===== config.mk =====
export PLATFORM = sky130hd
export DESIGN_NAME = adder_tree_pipe
export DESIGN_NICKNAME = d
export VERILOG_FILES = /design/src/rtl/adder_tree_pipe.sv
export SDC_FILE = /design/constraint.sdc
export NUM_CORES = 1
export LEC_CHECK = 0
export CORE_UTILIZATION = 50
export DETAILED_ROUTE_END_ITERATION = 16
export HOLD_SLACK_MARGIN = 0.15
export MAX_ROUTING_LAYER = met4
export PLACE_DENSITY_LB_ADDON = 0.2
export REMOVE_ABC_BUFFERS = 1
export SLEW_MARGIN = 5
export SYNTH_ARGS = -nofsm -noshare
export SYNTH_HDL_FRONTEND = slang
export SYNTH_SLANG_ARGS = --single-unit

===== constraint.sdc =====
create_clock -name clk -period 2.67 [get_ports clk]
set_clock_uncertainty 0.05 [all_clocks]
set_input_delay 0.534 -clock clk [delete_from_list [all_inputs] [get_ports clk]]
set_output_delay 0.534 -clock clk [all_outputs]
set_load 0.02 [all_outputs]

===== src/rtl/adder_tree_pipe.sv =====
`default_nettype none
// ============================================================================
//  Module   : adder_tree_pipe
//  Brief    : Pipelined 8-lane unsigned adder tree feeding a framed accumulator
//             that pulses sum_done after FRAME_LEN valid beats.
//  Revision : 1.0  initial release
// ============================================================================
module adder_tree_pipe #(
    parameter int IN_W      = 8,
    parameter int ACC_W     = 32,
    parameter int FRAME_LEN = 32
) (
    input  logic             clk,
    input  logic             rst,
    input  logic             in_valid,
    input  logic [IN_W-1:0]  in0,
    input  logic [IN_W-1:0]  in1,
    input  logic [IN_W-1:0]  in2,
    input  logic [IN_W-1:0]  in3,
    input  logic [IN_W-1:0]  in4,
    input  logic [IN_W-1:0]  in5,
    input  logic [IN_W-1:0]  in6,
    input  logic [IN_W-1:0]  in7,
    output logic [ACC_W-1:0] sum,
    output logic             sum_done,
    output logic             busy
);

    localparam int                 c_CNT_W  = (FRAME_LEN > 1) ? $clog2(FRAME_LEN) : 1;
    localparam logic [c_CNT_W-1:0] c_LAST   = c_CNT_W'(FRAME_LEN - 1);
    localparam logic [c_CNT_W-1:0] c_ONE    = c_CNT_W'(1);
    localparam logic [1:0]         c_IDLE   = 2'd0;
    localparam logic [1:0]         c_ACCUM  = 2'd1;
    localparam logic [1:0]         c_DONE   = 2'd2;

    logic [IN_W-1:0]    w_lane [8];
    logic [IN_W:0]      r_s1   [4];
    logic [IN_W+1:0]    r_s2   [2];
    logic [IN_W+2:0]    r_s3;
    logic               r_v1;
    logic               r_v2;
    logic               r_v3;
    logic [ACC_W-1:0]   w_s3_ext;
    logic [ACC_W-1:0]   r_sum;
    logic               r_done;
    logic [c_CNT_W-1:0] r_cnt;
    logic [1:0]         r_state;

    assign w_lane[0] = in0;
    assign w_lane[1] = in1;
    assign w_lane[2] = in2;
    assign w_lane[3] = in3;
    assign w_lane[4] = in4;
    assign w_lane[5] = in5;
    assign w_lane[6] = in6;
    assign w_lane[7] = in7;

    // Data registers carry no reset; only the valid bits qualify them.
    genvar gi;
    generate
        for (gi = 0; gi < 4; gi++) begin : g_s1
            always_ff @(posedge clk) begin
                r_s1[gi] <= {1'b0, w_lane[2*gi]} + {1'b0, w_lane[2*gi+1]};
            end
        end
        for (gi = 0; gi < 2; gi++) begin : g_s2
            always_ff @(posedge clk) begin
                r_s2[gi] <= {1'b0, r_s1[2*gi]} + {1'b0, r_s1[2*gi+1]};
            end
        end
    endgenerate

    always_ff @(posedge clk) begin
        r_s3 <= {1'b0, r_s2[0]} + {1'b0, r_s2[1]};
    end

    always_ff @(posedge clk) begin
        if (rst) begin
            r_v1 <= 1'b0;
            r_v2 <= 1'b0;
            r_v3 <= 1'b0;
        end else begin
            r_v1 <= in_valid;
            r_v2 <= r_v1;
            r_v3 <= r_v2;
        end
    end

    assign w_s3_ext = ACC_W'(r_s3);

    // A v3 beat outside ACCUM always opens a fresh frame, overwriting the old total.
    always_ff @(posedge clk) begin
        if (rst) begin
            r_sum   <= '0;
            r_done  <= 1'b0;
            r_cnt   <= '0;
            r_state <= c_IDLE;
        end else begin
            r_done <= 1'b0;
            if (r_v3) begin
                if (r_state == c_ACCUM) begin
                    r_sum <= r_sum + w_s3_ext;
                    if (r_cnt == c_LAST) begin
                        r_state <= c_DONE;
                        r_done  <= 1'b1;
                        r_cnt   <= '0;
                    end else begin
                        r_cnt <= r_cnt + c_ONE;
                    end
                end else begin
                    r_sum <= w_s3_ext;
                    if (FRAME_LEN == 1) begin
                        r_state <= c_DONE;
                        r_done  <= 1'b1;
                        r_cnt   <= '0;
                    end else begin
                        r_state <= c_ACCUM;
                        r_cnt   <= c_ONE;
                    end
                end
            end
        end
    end

    assign sum      = r_sum;
    assign sum_done = r_done;
    assign busy     = (r_state == c_ACCUM) | r_v1 | r_v2 | r_v3;

endmodule
`default_nettype wire


-- After elaboration in Yosys (flattened, before gate mapping)
Memory sizes are Yosys's and may differ from the RTL's.
Cells that the tools add are included.
- muxes and demuxes: 6
- bitwise gates (word level): 5
- reductions and logical operators: 2
- equal/unequal tests: 3
- $add $sub $neg: 9
- operator list (cell ; number):
    8-bit by 8-bit adder with 9-bit output ; 4
    32-bit by 11-bit adder with 32-bit output ; 1
    32-bit two-way mux ; 1
    9-bit by 9-bit adder with 10-bit output ; 2
    10-bit by 10-bit adder with 11-bit output ; 1
    5-bit two-way mux ; 2
    5-bit by 1-bit adder with 5-bit output, second input constant ; 1
    5-bit equality test, second input constant ; 1
    2-bit two-way mux ; 2
    1-bit OR ; 3
    3-bit OR reduction ; 1
    2-bit by 1-bit equality test with 1-bit output, second input constant ; 1
    2-bit by 1-bit inequality test with 1-bit output, second input constant ; 1
    1-bit NOT ; 2
    2-bit AND reduction ; 1
    1-bit two-way mux ; 1
- output and inout port bits: 34
- logic and storage cells: 35
- memories: 2
- flip-flop bits (word level): 54
- RAM bits: 56
- bits of input ports: 67
- memory list (memory ; depth ; width ; read ports ; clocked after Yosys merged registers in ; write ports ; RTL line ; source):
    r_s1 ; 4 ; 9 ; 4 ; 0 ; 4 ; 37 ; logic [IN_W:0] r_s1 [4];
    r_s2 ; 2 ; 10 ; 2 ; 0 ; 2 ; 38 ; logic [IN_W+1:0] r_s2 [2];

-- Logic depth before layout (Yosys ltp)
- word-level depth: 4
- mapped depth: 9
- gate-level depth less buffers: 9

-- Worst setup path after synthesis
No wires, ideal clock.
- path type: flip-flop to flip-flop
- start: reg r_sum[0] (netlist: sum[0])
- end: reg r_sum[24] (netlist: sum[24])
- buffers on the path: 0
- required time: 2.558 ns
- setup time: 0.062 ns
- arrival time: 2.434 ns
- setup slack: 0.123 ns
- period minus slack after synthesis: 2.547 ns
- stages on the path, launching flop included: 9
- cell sequence: dfxtp_1 -> ha_1 -> fa_1 -> a211oi_1 -> nor2_1 -> o21ai_1 -> a21boi_0 -> or4b_2 -> nand3_1
- word-level cells in the longest chain between the ends: 2
- ends and longest elaborated chain (item ; RTL line ; source):
    start: declaration ; 44 ; logic [ACC_W-1:0] r_sum;
    start signal: assignment ; 102 ; r_sum <= r_sum + w_s3_ext;
    start signal: assignment ; 111 ; r_sum <= w_s3_ext;
    32-bit by 11-bit adder with 32-bit output ; 102 ;
    32-bit two-way mux ; 101 ; if (r_state == c_ACCUM) begin
Every way passes these cells.
A chain may end at the register's enable or synchronous reset.

-- Worst setup path after layout
Same ends and word-level chain as after synthesis.

==> metrics.md <==
| Metric | Value |
|---|---|
| Outcome | finished clean |
| Most used routing layer | met2 |
| Fill cells | around 950 |
| Final Hold Viols | 0 |
| Initial Util | 0.515 |
| Post-DP HPWL | just over 9 mm |
| Sequential Area | between 2000 and 2500 um2 |
| Post-synthesis cell area | 5900 um2 |
| Area grow syn2layout | 26.5% |
| Most frequent cells in the layout | 110 x dfxtp_1, 100 x clkdlybuf4s50_1, 73 x ha_1 |
| Distinct cell type count after synthesis | 48 |
| Share of cells above drive strength 1 | 0.0485 |
| Async S/R FF share, synth | 0 |
| Sequential share of the synthesized area | 0.373 |
| CTS tree | done |
| Multi-input logic area | 3560 um2 |
| Clock Tree Buf Depth | 2 |
| Met2 GRT Util | 0.372 |
| Num ports | 101 |
| Die height | 111 um |
| Die area | 12,200 um2 |
| TritonCTS buffer count | 9 |
| Vias in the first global route | 4,935 |
| First-pass GRT wire length | 20.6 mm |
| Final setup vio count | 0 |
| Cell row count | 39 |
| Worst Setup SP | sum[0] |
| Pre-CTS setup slack | 0.0396 ns |
| GR Util met3 | 0.0351 |
| NumNets Final | 885 |
| Final period util | 0.965 |
| Placed Instances | 869 |
| Max Cap Viol | 0 |
| Yosys warns | 0 |
| Worst-Skew Late Latency | 0.35 ns |
| Utilization after layout | 0.651 |
| Worst Setup Start Kind | flop |
| #FFs+latches synth | 110 |
| Total power | 5.72 mW |
| Clk slew on worst S/H paths | 0.07 ns |
| Die width | 111 um |
| P_leak | 3.13 nW |
| Hold-fix buffers, CTS | 0 |
| Slew margin rel. | 0.600 |
| CP cell instances | ha_1 > fa_1 > a211oi_2 > nor2_2 > o21ai_2 > a21boi_0 > or4b_2 > nand3_1 |
| Most common cell after layout, fill and taps aside | dfxtp_1 |
| Initial antenna violation count | 0 |
| CP max-delay cell | or4b_2 |
| Post-CTS setup buffers | 0 |
| CP max stage delay | a little over 0.6 ns |
| Ant diodes | 0 |
| Post-route cell area | ~7500 um2 |
| CP Class | flop to flop |
| Placer Congestion | 0.837 |
| Min cycle time layout | between 2 and 3 ns |
| Hold path start | r_s1[1][0] |
| PortBufs | 100 |
| Setup_tns | 0 ns |
| Crit end category | flop |
| Dominant synthesized flop cell | dfxtp_1 |
| Final setup margin | about 0.094 ns |
| Pwr dens | 767 nW/um2 |
| Post-synth EDFFs | 0 |
| Achievable Freq | 0.388 GHz |
| Crit-path max FO | 4 |
| Area after DPL | 7120 um2 |
| Routed WL | ~12 mm |
| Critical Path RT | 2.91 ns |
| Pre-antenna DRT Iters | 4 |
| Worst Max-Slew Pin Slew | approximately 0.60 ns |
| Non-Filler Instances | 885 |
| Synthesized area per cell | 9.41 um2 |
| Slew Limit Fails | 0 |
| Maximum level of the CTS H-tree | 3 |
| Min-Delay Path Class | flop to flop |
| DR vias/cell | 5.51 |
| Vias | 4,878 |
| Antenna viol nets, final | 0 |
| Starting DRT DRC Count | 282 |
| Gate Count Post-Synth | 627 |
| Drt wl/cell | roughly 13 um |
| RSZ-0062 raised after global routing | no |
| All-layer global routing usage | 0.207 |
| Worst reg2reg path startpoint | sum[0] |
| Core Footprint | 11,500 um2 |
| Final hold slack | between 0.3 and 0.4 ns |
| Crit path DAT | 2.81 ns |
| Total gr overflow | 0 |
| Met1 GRT Util | 0.223 |
| Root buffer cell | clkbuf_16 |
| Largest net degree at the start of global routing | 28 |
| Max VDD drop | ~0.36 mV |
| CTS sink count | 110 |
| Residual DRC | 0 |
## kinds of logic (layout without fill, tap and decap cells)
family                     count (synthesis)  in the layout  synth area share
adders and majority gates                 81             81             0.182
AOI/OAI and AO/OA                        182            182             0.197
buffers and inverters                     41            156            0.0261
xor gates and xnor gates                  64             64            0.0950
DFF                                      110            110             0.373
and+or+nand+nor                          149            149             0.127
## where the power goes
part           total (mW)  internal (mW)  switching (mW)
Clock                1.46          0.898           0.564
Sequential           2.18           2.02           0.165
Combinational        2.08           1.01            1.06
## worst paths after layout
path | to | slack (ns) | cells past startpoint
setup / recovery | sum[24] | 0.09 | 8
hold / removal | r_s2[0][0] | 0.39 | 1
hold reg to reg | r_s2[0][0] | 0.39 | 1
setup reg to reg | sum[24] | 0.09 | 8
## critical path: cells and delay by family (launching register included)
family                   cells  cell delay, ns
flip-flops                   1            0.33
AND/OR/NAND/NOR              3            0.83
AO/OA/AOI/OAI                3            0.62
adder cells (fa/ha/maj)      2            0.67
## Yosys cell counts, types with 5 or more instances
cell type,number,area share
xor2_1,15,0.022
o21ai_0,41,0.035
nand3_1,17,0.014
and3_1,7,0.0074
xnor2_1,49,0.073
nor2b_1,9,0.0095
a21o_1,21,0.027
fa_1,8,0.027
a21oi_1,58,0.049
a211oi_1,16,0.020
or3_1,13,0.014
o21bai_1,9,0.011
nand2_1,35,0.022
inv_1,30,0.019
nor3_1,6,0.0051
ha_1,73,0.15
o21a_1,6,0.0076
clkbuf_1,11,0.0070
dfxtp_1,110,0.37
nor2_1,40,0.025
nand2b_1,5,0.0053
## sequential cells by signal, summed over array words and instances (netlist names)
| name | cells |
|---|---|
| r_state | 2 |
| r_v1 | 1 |
| r_cnt | 5 |
| r_v2 | 1 |
| sum_done | 1 |
| r_s3 | 11 |
| r_v3 | 1 |
| r_s2 | 20 |
| r_s1 | 36 |
| sum | 32 |
## cell type report
| type | count | area share |
|---|---|---|
| sequential | 110 | 0.295 |
| timing repair buffer | 110 | 0.144 |
| tap | 143 | 0.0240 |
| clock inverter | 3 | 0.00872 |
| multi-input combinational | 476 | 0.477 |
| clock buffer | 13 | 0.0362 |
| inverter | 30 | 0.0151 |
## repair_timing
action,CTS,global route
cloned,0,0
endpoints found under the setup margin,1,2
resized for setup,2,2
endpoints found under the hold margin,0,0
pin swaps,0,1
## routing by layer
layer  part of all wire  wire length (um)  vias up
met5                  0                 0        -
met4              0.017               208        0
met3              0.036               426       18
met2               0.51              6120      135
met1               0.43              5160     2246
li1                   -                 -     2479
(Power assumes the default switching activity.)
